## src/rtl/interrupt_controller.sv

```systemverilog
// Four-source fixed-priority interrupt controller with edge-latched pending bits,
// a mask register and a single-level ASSERT/SERVICE handshake (no nesting).
module interrupt_controller (
   input  logic       clk,
   input  logic       rst,
   input  logic [3:0] irq_src,
   input  logic       mask_we,
   input  logic [3:0] mask_wdata,
   input  logic       ack,
   input  logic       eoi,
   output logic       irq,
   output logic [1:0] irq_id,
   output logic [3:0] pending,
   output logic [3:0] in_service,
   output logic [3:0] mask
);

   // Handshake: irq is high for exactly the ASSERT state; ack is honoured only in
   // ASSERT, eoi only in SERVICE, and everything else on those lines is ignored.
   typedef enum logic [1:0] {
      IDLE    = 2'd0,
      ASSERT  = 2'd1,
      SERVICE = 2'd2
   } state_t;

   state_t     state;
   state_t     state_next;
   logic [3:0] src_q;
   logic [3:0] pend_q;
   logic [3:0] mask_q;
   logic [1:0] id_q;
   logic [3:0] rise;
   logic [3:0] eligible;
   logic [3:0] id_onehot;
   logic [3:0] ack_clear;
   logic [1:0] sel_id;
   logic       ack_take;
   logic       mask_drop;

   assign rise      = irq_src & ~src_q;
   assign eligible  = pend_q & ~mask_q;
   assign id_onehot = 4'b0001 << id_q;
   assign ack_take  = (state == ASSERT) && ack;
   assign mask_drop = (state == ASSERT) && !ack && mask_we && mask_wdata[id_q];
   assign ack_clear = ack_take ? id_onehot : 4'b0000;

   // Scanning from the top down leaves the lowest eligible index selected.
   always_comb begin
      sel_id = 2'd0;
      for (int i = 3; i >= 0; i--) begin
         if (eligible[i]) sel_id = 2'(i);
      end
   end

   always_ff @(posedge clk) begin
      if (rst) state <= IDLE;
      else     state <= state_next;
   end

   always_comb begin
      state_next = state;
      case (state)
         IDLE:    if (eligible != 4'b0000) state_next = ASSERT;
         ASSERT: begin
            if (ack_take)       state_next = SERVICE;
            else if (mask_drop) state_next = IDLE;
         end
         SERVICE: if (eoi) state_next = IDLE;
         default: state_next = IDLE;
      endcase
   end

   // A new edge on the acknowledged source re-sets its pending bit in the same cycle.
   always_ff @(posedge clk) begin
      if (rst) begin
         src_q  <= 4'b0000;
         pend_q <= 4'b0000;
         mask_q <= 4'b0000;
         id_q   <= 2'b00;
      end else begin
         src_q  <= irq_src;
         pend_q <= (pend_q & ~ack_clear) | rise;
         if (mask_we) mask_q <= mask_wdata;
         if (state == IDLE && eligible != 4'b0000) id_q <= sel_id;
      end
   end

   always_comb begin
      irq        = (state == ASSERT);
      irq_id     = (state == IDLE) ? 2'b00 : id_q;
      in_service = (state == SERVICE) ? id_onehot : 4'b0000;
      pending    = pend_q;
      mask       = mask_q;
   end

endmodule

```

## config.mk

```make
export PLATFORM = sky130hd
export DESIGN_NAME = interrupt_controller
export DESIGN_NICKNAME = d
export VERILOG_FILES = /design/src/rtl/interrupt_controller.sv
export SDC_FILE = /design/constraint.sdc
export NUM_CORES = 1
export LEC_CHECK = 0
export ABC_CLOCK_PERIOD_IN_PS = 2050
export CORE_MARGIN = 2
export CORE_UTILIZATION = 41
export DETAILED_ROUTE_END_ITERATION = 10
export PLACE_DENSITY = 0.73
export SLEW_MARGIN = 10
export SYNTH_ARGS = -nofsm -noshare
export SYNTH_HDL_FRONTEND = slang
export SYNTH_SLANG_ARGS = --single-unit
```

## constraint.sdc

```tcl
create_clock -name clk -period 2.05 [get_ports clk]
set_clock_uncertainty 0.2 [all_clocks]
set_input_delay 0.205 -clock clk [delete_from_list [all_inputs] [get_ports clk]]
set_output_delay 0.205 -clock clk [all_outputs]
set_load 0.1 [all_outputs]
```

After elaboration in Yosys (flattened, before gate mapping)
Index checks and enable logic that the tools add are counted.
{ "word_totals": {"ff_bits": 16, "input_bits": 13, "output_inout_bits": 15, "elab_cells": 42} }
{ "classes": {"order_cmp": 1, "n_eq_ne": 5, "n_shift": 1, "n_mux": 14, "bitwise": 7, "reduce_logical": 9} }
{ "op_table": {"columns": ["operator", "count"], "rows": [
  ["2-bit two-way mux", 9],
  ["4-bit AND", 3],
  ["4-bit NOT", 3],
  ["4-bit two-way mux", 2],
  ["2-bit case mux with 3 select lines", 1],
  ["1-bit logical AND", 5],
  ["2-bit != test (second input constant)", 2],
  ["4-bit bitwise OR", 1],
  ["4-bit nonzero test", 1],
  ["1-bit by 2-bit << shifter with 4-bit output (first input constant)", 1],
  ["2-bit by 3-bit less-than comparator with 1-bit output (second input constant)", 1],
  ["3-bit by 1-bit != test with 1-bit output (second input constant)", 1],
  ["3-bit AND reduction", 1],
  ["1-bit binary-select mux with 2-bit select", 1],
  ["2-bit by 1-bit equality test with 1-bit output (second input constant)", 1],
  ["2-bit equality test (second input constant)", 1],
  ["2-bit logical NOT", 1],
  ["1-bit logical NOT", 1],
  ["1-bit two-way mux", 1]
]} }

Depth between registers and ports, before layout
{ "depth": {"word_depth": 7, "mapped_depth": 5, "depth_no_buf": 4} }

Worst setup path after synthesis
Ideal clock, no wire load.
{ "synth_path": {"path_type": "register -> output", "start": "register id_q[1]", "end": "output in_service[2]", "arrival_ps": 2544, "required_time_ps": 1645, "path_slack_ps": -899, "stages_incl_launch_ff": 3, "cell_sequence": "dfxtp_1 -> inv_1 -> nor3_1"} }
{ "synth_between": {"elab_chain_cells": 2} }
{ "synth_lines": {"columns": ["element", "line_no", "rtl"], "rows": [
  ["from (decl)", "31", "logic [1:0] id_q;"],
  ["from (signal assigned)", "84", "if (state == IDLE && eligible != 4'b0000) id_q <= sel_id;"],
  ["1-bit by 2-bit << shifter with 4-bit output", "42", "assign id_onehot = 4'b0001 << id_q;"],
  ["4-bit two-way mux", "91", "in_service = (state == SERVICE) ? id_onehot : 4'b0000;"],
  ["to (decl)", "14", "output logic [3:0] in_service,"]
]} }
No other way between the ends.

Worst setup path after layout
{ "layout_path": {"start": "register id_q[0]", "end": "output in_service[3]"} }
Same word-level chain as after synthesis.

==> reports/metrics.csv <==
stage,metric,value,unit
yosys,"Distinct cells, synth",24,
clocking,post-CTS sizing,0,
clocking,H-tree levels,1,
critical_path,CP startpoint kind,flip-flop,
clocking,Worst-path clk slew,0.09,ns
yosys,Synth area leaders,"dfxtp_1 45%, nor2b_1 9.6%, mux2i_1 5.6%",
clocking,worst skew pair latency,0.28,ns
hold_path,Hold Crit Class,flip-flop to flip-flop,
clocking,worst-case clock buffer depth,2,
placement,Post-Place Cells,119,
timing,fmax,0.540,GHz
yosys,Yosys warning count,0,
timing,Period minus WS final,1.85,ns
clocking,CTS tree,yes,
critical_path,Crit Path Class,flip-flop to primary output,
hold_path,min-delay src,src_q[2]$_SDFF_PP0_,
yosys,register area share after synthesis,44.8,%
critical_path,CP Max Fanout,6,
critical_path,worst r2r src,id_q[0]$_SDFFE_PP0P_,
route,Via Count,672,
finish,design area,1090,um2
route,drt pass-1 iters,4,
floorplan,std cell rows,15,
timing,RSZ-0062 raised after global routing,no,
critical_path,worst r2r path cells,3,
finish,fin nets,120,
hold_path,hold path depth,2,
finish,# diodes,0,
yosys,synthesis-stage register bit count,16,
placement,hpwl dp,1.29,mm
grt,first-pass GRT wire length,2.74,mm
grt,vias in the first global route,642,
timing,endpoints failing hold,0,
power_and_ir_drop,Peak VDD IR,0.000491,V
timing,slew at the pin closest to its max-slew limit,0.588,ns
yosys,syn_area_per_cell,9.29,um2
placement,Port Buffers,27,
clocking,clock sinks,16,
route,DR iter-0 viols,13,
route,routed vias/inst,5.51,
clocking,Post CTS Setup Buffer Count,0,
yosys,Yosys top cell area share,44.8,%
finish,"commonest non-fill, non-tap cell in the layout",clkdlybuf4s50_1,
critical_path,CP required,1.64,ns
power_and_ir_drop,P_leak,0.436,nW
finish,"commonest cells after routing, fill and taps aside","12 x clkdlybuf4s50_1, 10 x dfxtp_1, 9 x nor2b_1, 9 x buf_4",
clocking,CTS Hold Bufs,0,
floorplan,Initial Util,42.4,%
timing,worst slew margin relative to its limit,60.7,%
placement,GP Congestion,0.806,
critical_path,Worst Setup SP,id_q[0]$_SDFFE_PP0P_,
floorplan,core area,1690,um2
placement,Area after DPL,1070,um2
grt,largest net degree at the start of global routing,17,
run_status,outcome,finished clean,
grt,grt ovf,0,
critical_path,WP data arrival,1.45,ns
yosys,post-synthesis cell type with the largest combined area,dfxtp_1,
timing,max-slew violations,0,
grt,initial antenna violation count,0,
route,DR WL/cell,13.8,um
grt,GRT Total Usage,18.3,%
floorplan,Die Area,2100,um2
power_and_ir_drop,Power Dens Cells,839,nW/um2
route,post-route ant nets,0,
finish,area delta synth->final,52.8,%
job,Max-Cap Viols,0,
yosys,Post-Syn Area,716,um2
critical_path,crit path max-delay cell type,dfxtp_1,
yosys,syn_nets,90,
timing,Hold WS,0.280,ns
critical_path,crit end category,primary output,
clocking,clock root buffer,clkbuf_4,
finish,layout cell share with drive strength beyond 1,33.3,%
route,DRC,0,
clocking,CTS buffer count,3,
route,WL final,1.68,mm
yosys,Mapped Cells,77,
timing,final worst path period share,90.3,%
power_and_ir_drop,total power draw,0.000917,W
floorplan,Die W,45.8,um
timing,worst setup margin,0.198,ns
critical_path,crit-path cells,"buf_4, nand2_1, nor2_1, buf_12",
finish,Non-Filler Instances,122,
floorplan,I/O pin count,28,
placement,Setup WS pre-CTS,0.234,ns
timing,# setup viols final,0,
floorplan,die height,45.8,um
critical_path,Worst path max stage delay,0.48,ns
cells by family after synthesis:
group,synth area share [%]
AO/OA/AOI/OAI,17.7
buffers and inverters,3.15
flip-flops,44.8
multiplexers,9.79
AND/OR/NAND/NOR,24.7
where the power goes:
part	switching (W)	leakage, nW	total (W)	internal (W)
logic	0.000252	0.288	0.000388	0.000137
registers	0.0000272	0.134	0.000368	0.000340
clock network	0.0000931	0.0138	0.000161	0.0000681
critical path: cells and delay by family, from the launching register on:
| kind | cells | cell delay, ns |
|---|---|---|
| buf+inv | 2 | 0.41 |
| flops | 1 | 0.48 |
| simple gates | 2 | 0.26 |
through the flow:
stage	TNS, ns	utilization [%]
6_report	0	64.7
5_1_grt	0	64.7
4_1_cts	0	64.7
3_5_place_dp	0	63.4
3_3_place_gp	0	63.4
2_1_floorplan	-0.621	-
state kept, by name, indices dropped and copies added (netlist names):
signal and count:
state 2, id_q 2, pending 4, mask 4, src_q 4
synthesized netlist by cell type, drive strengths merged:
| library cell | number |
|---|---|
| o21a | 1 |
| nand2 | 4 |
| o41ai | 1 |
| a31o | 1 |
| inv | 1 |
| mux2 | 2 |
| nor2b | 11 |
| nor2 | 8 |
| or3 | 1 |
| or2 | 1 |
| o21ai | 3 |
| mux2i | 4 |
| nor3 | 2 |
| dfxtp | 16 |
| a2111oi | 1 |
| o31ai | 2 |
| nand2b | 6 |
| buf | 1 |
| a31oi | 1 |
| clkbuf | 2 |
| a21oi | 7 |
| a211oi | 1 |
per-layer routing:
metal  vias up  GRT usage, %  wire [um]
met2        23          31.0        898
met5         -             0          0
li1        325             -          -
met4         0          9.71         14
met3         4          2.38         61
met1       320          22.2        707
cell type report:
class                   count  area (um2)
flip-flops and latches     16         328
multi-input cells          57         390
well taps                  17        21.3
repair buffers             28         328
inverters                   1        3.75
clock buffers               3        22.5
fillers                   141         596
final timing paths:
path	slack, ns	end
max	0.20	in_service[3]
min	0.28	pending[2]$_SDFF_PP0_
max reg2reg	0.36	state[0]$_SDFFE_PP0P_
min reg2reg	0.28	pending[2]$_SDFF_PP0_
Power figures use the tool's default switching activity.
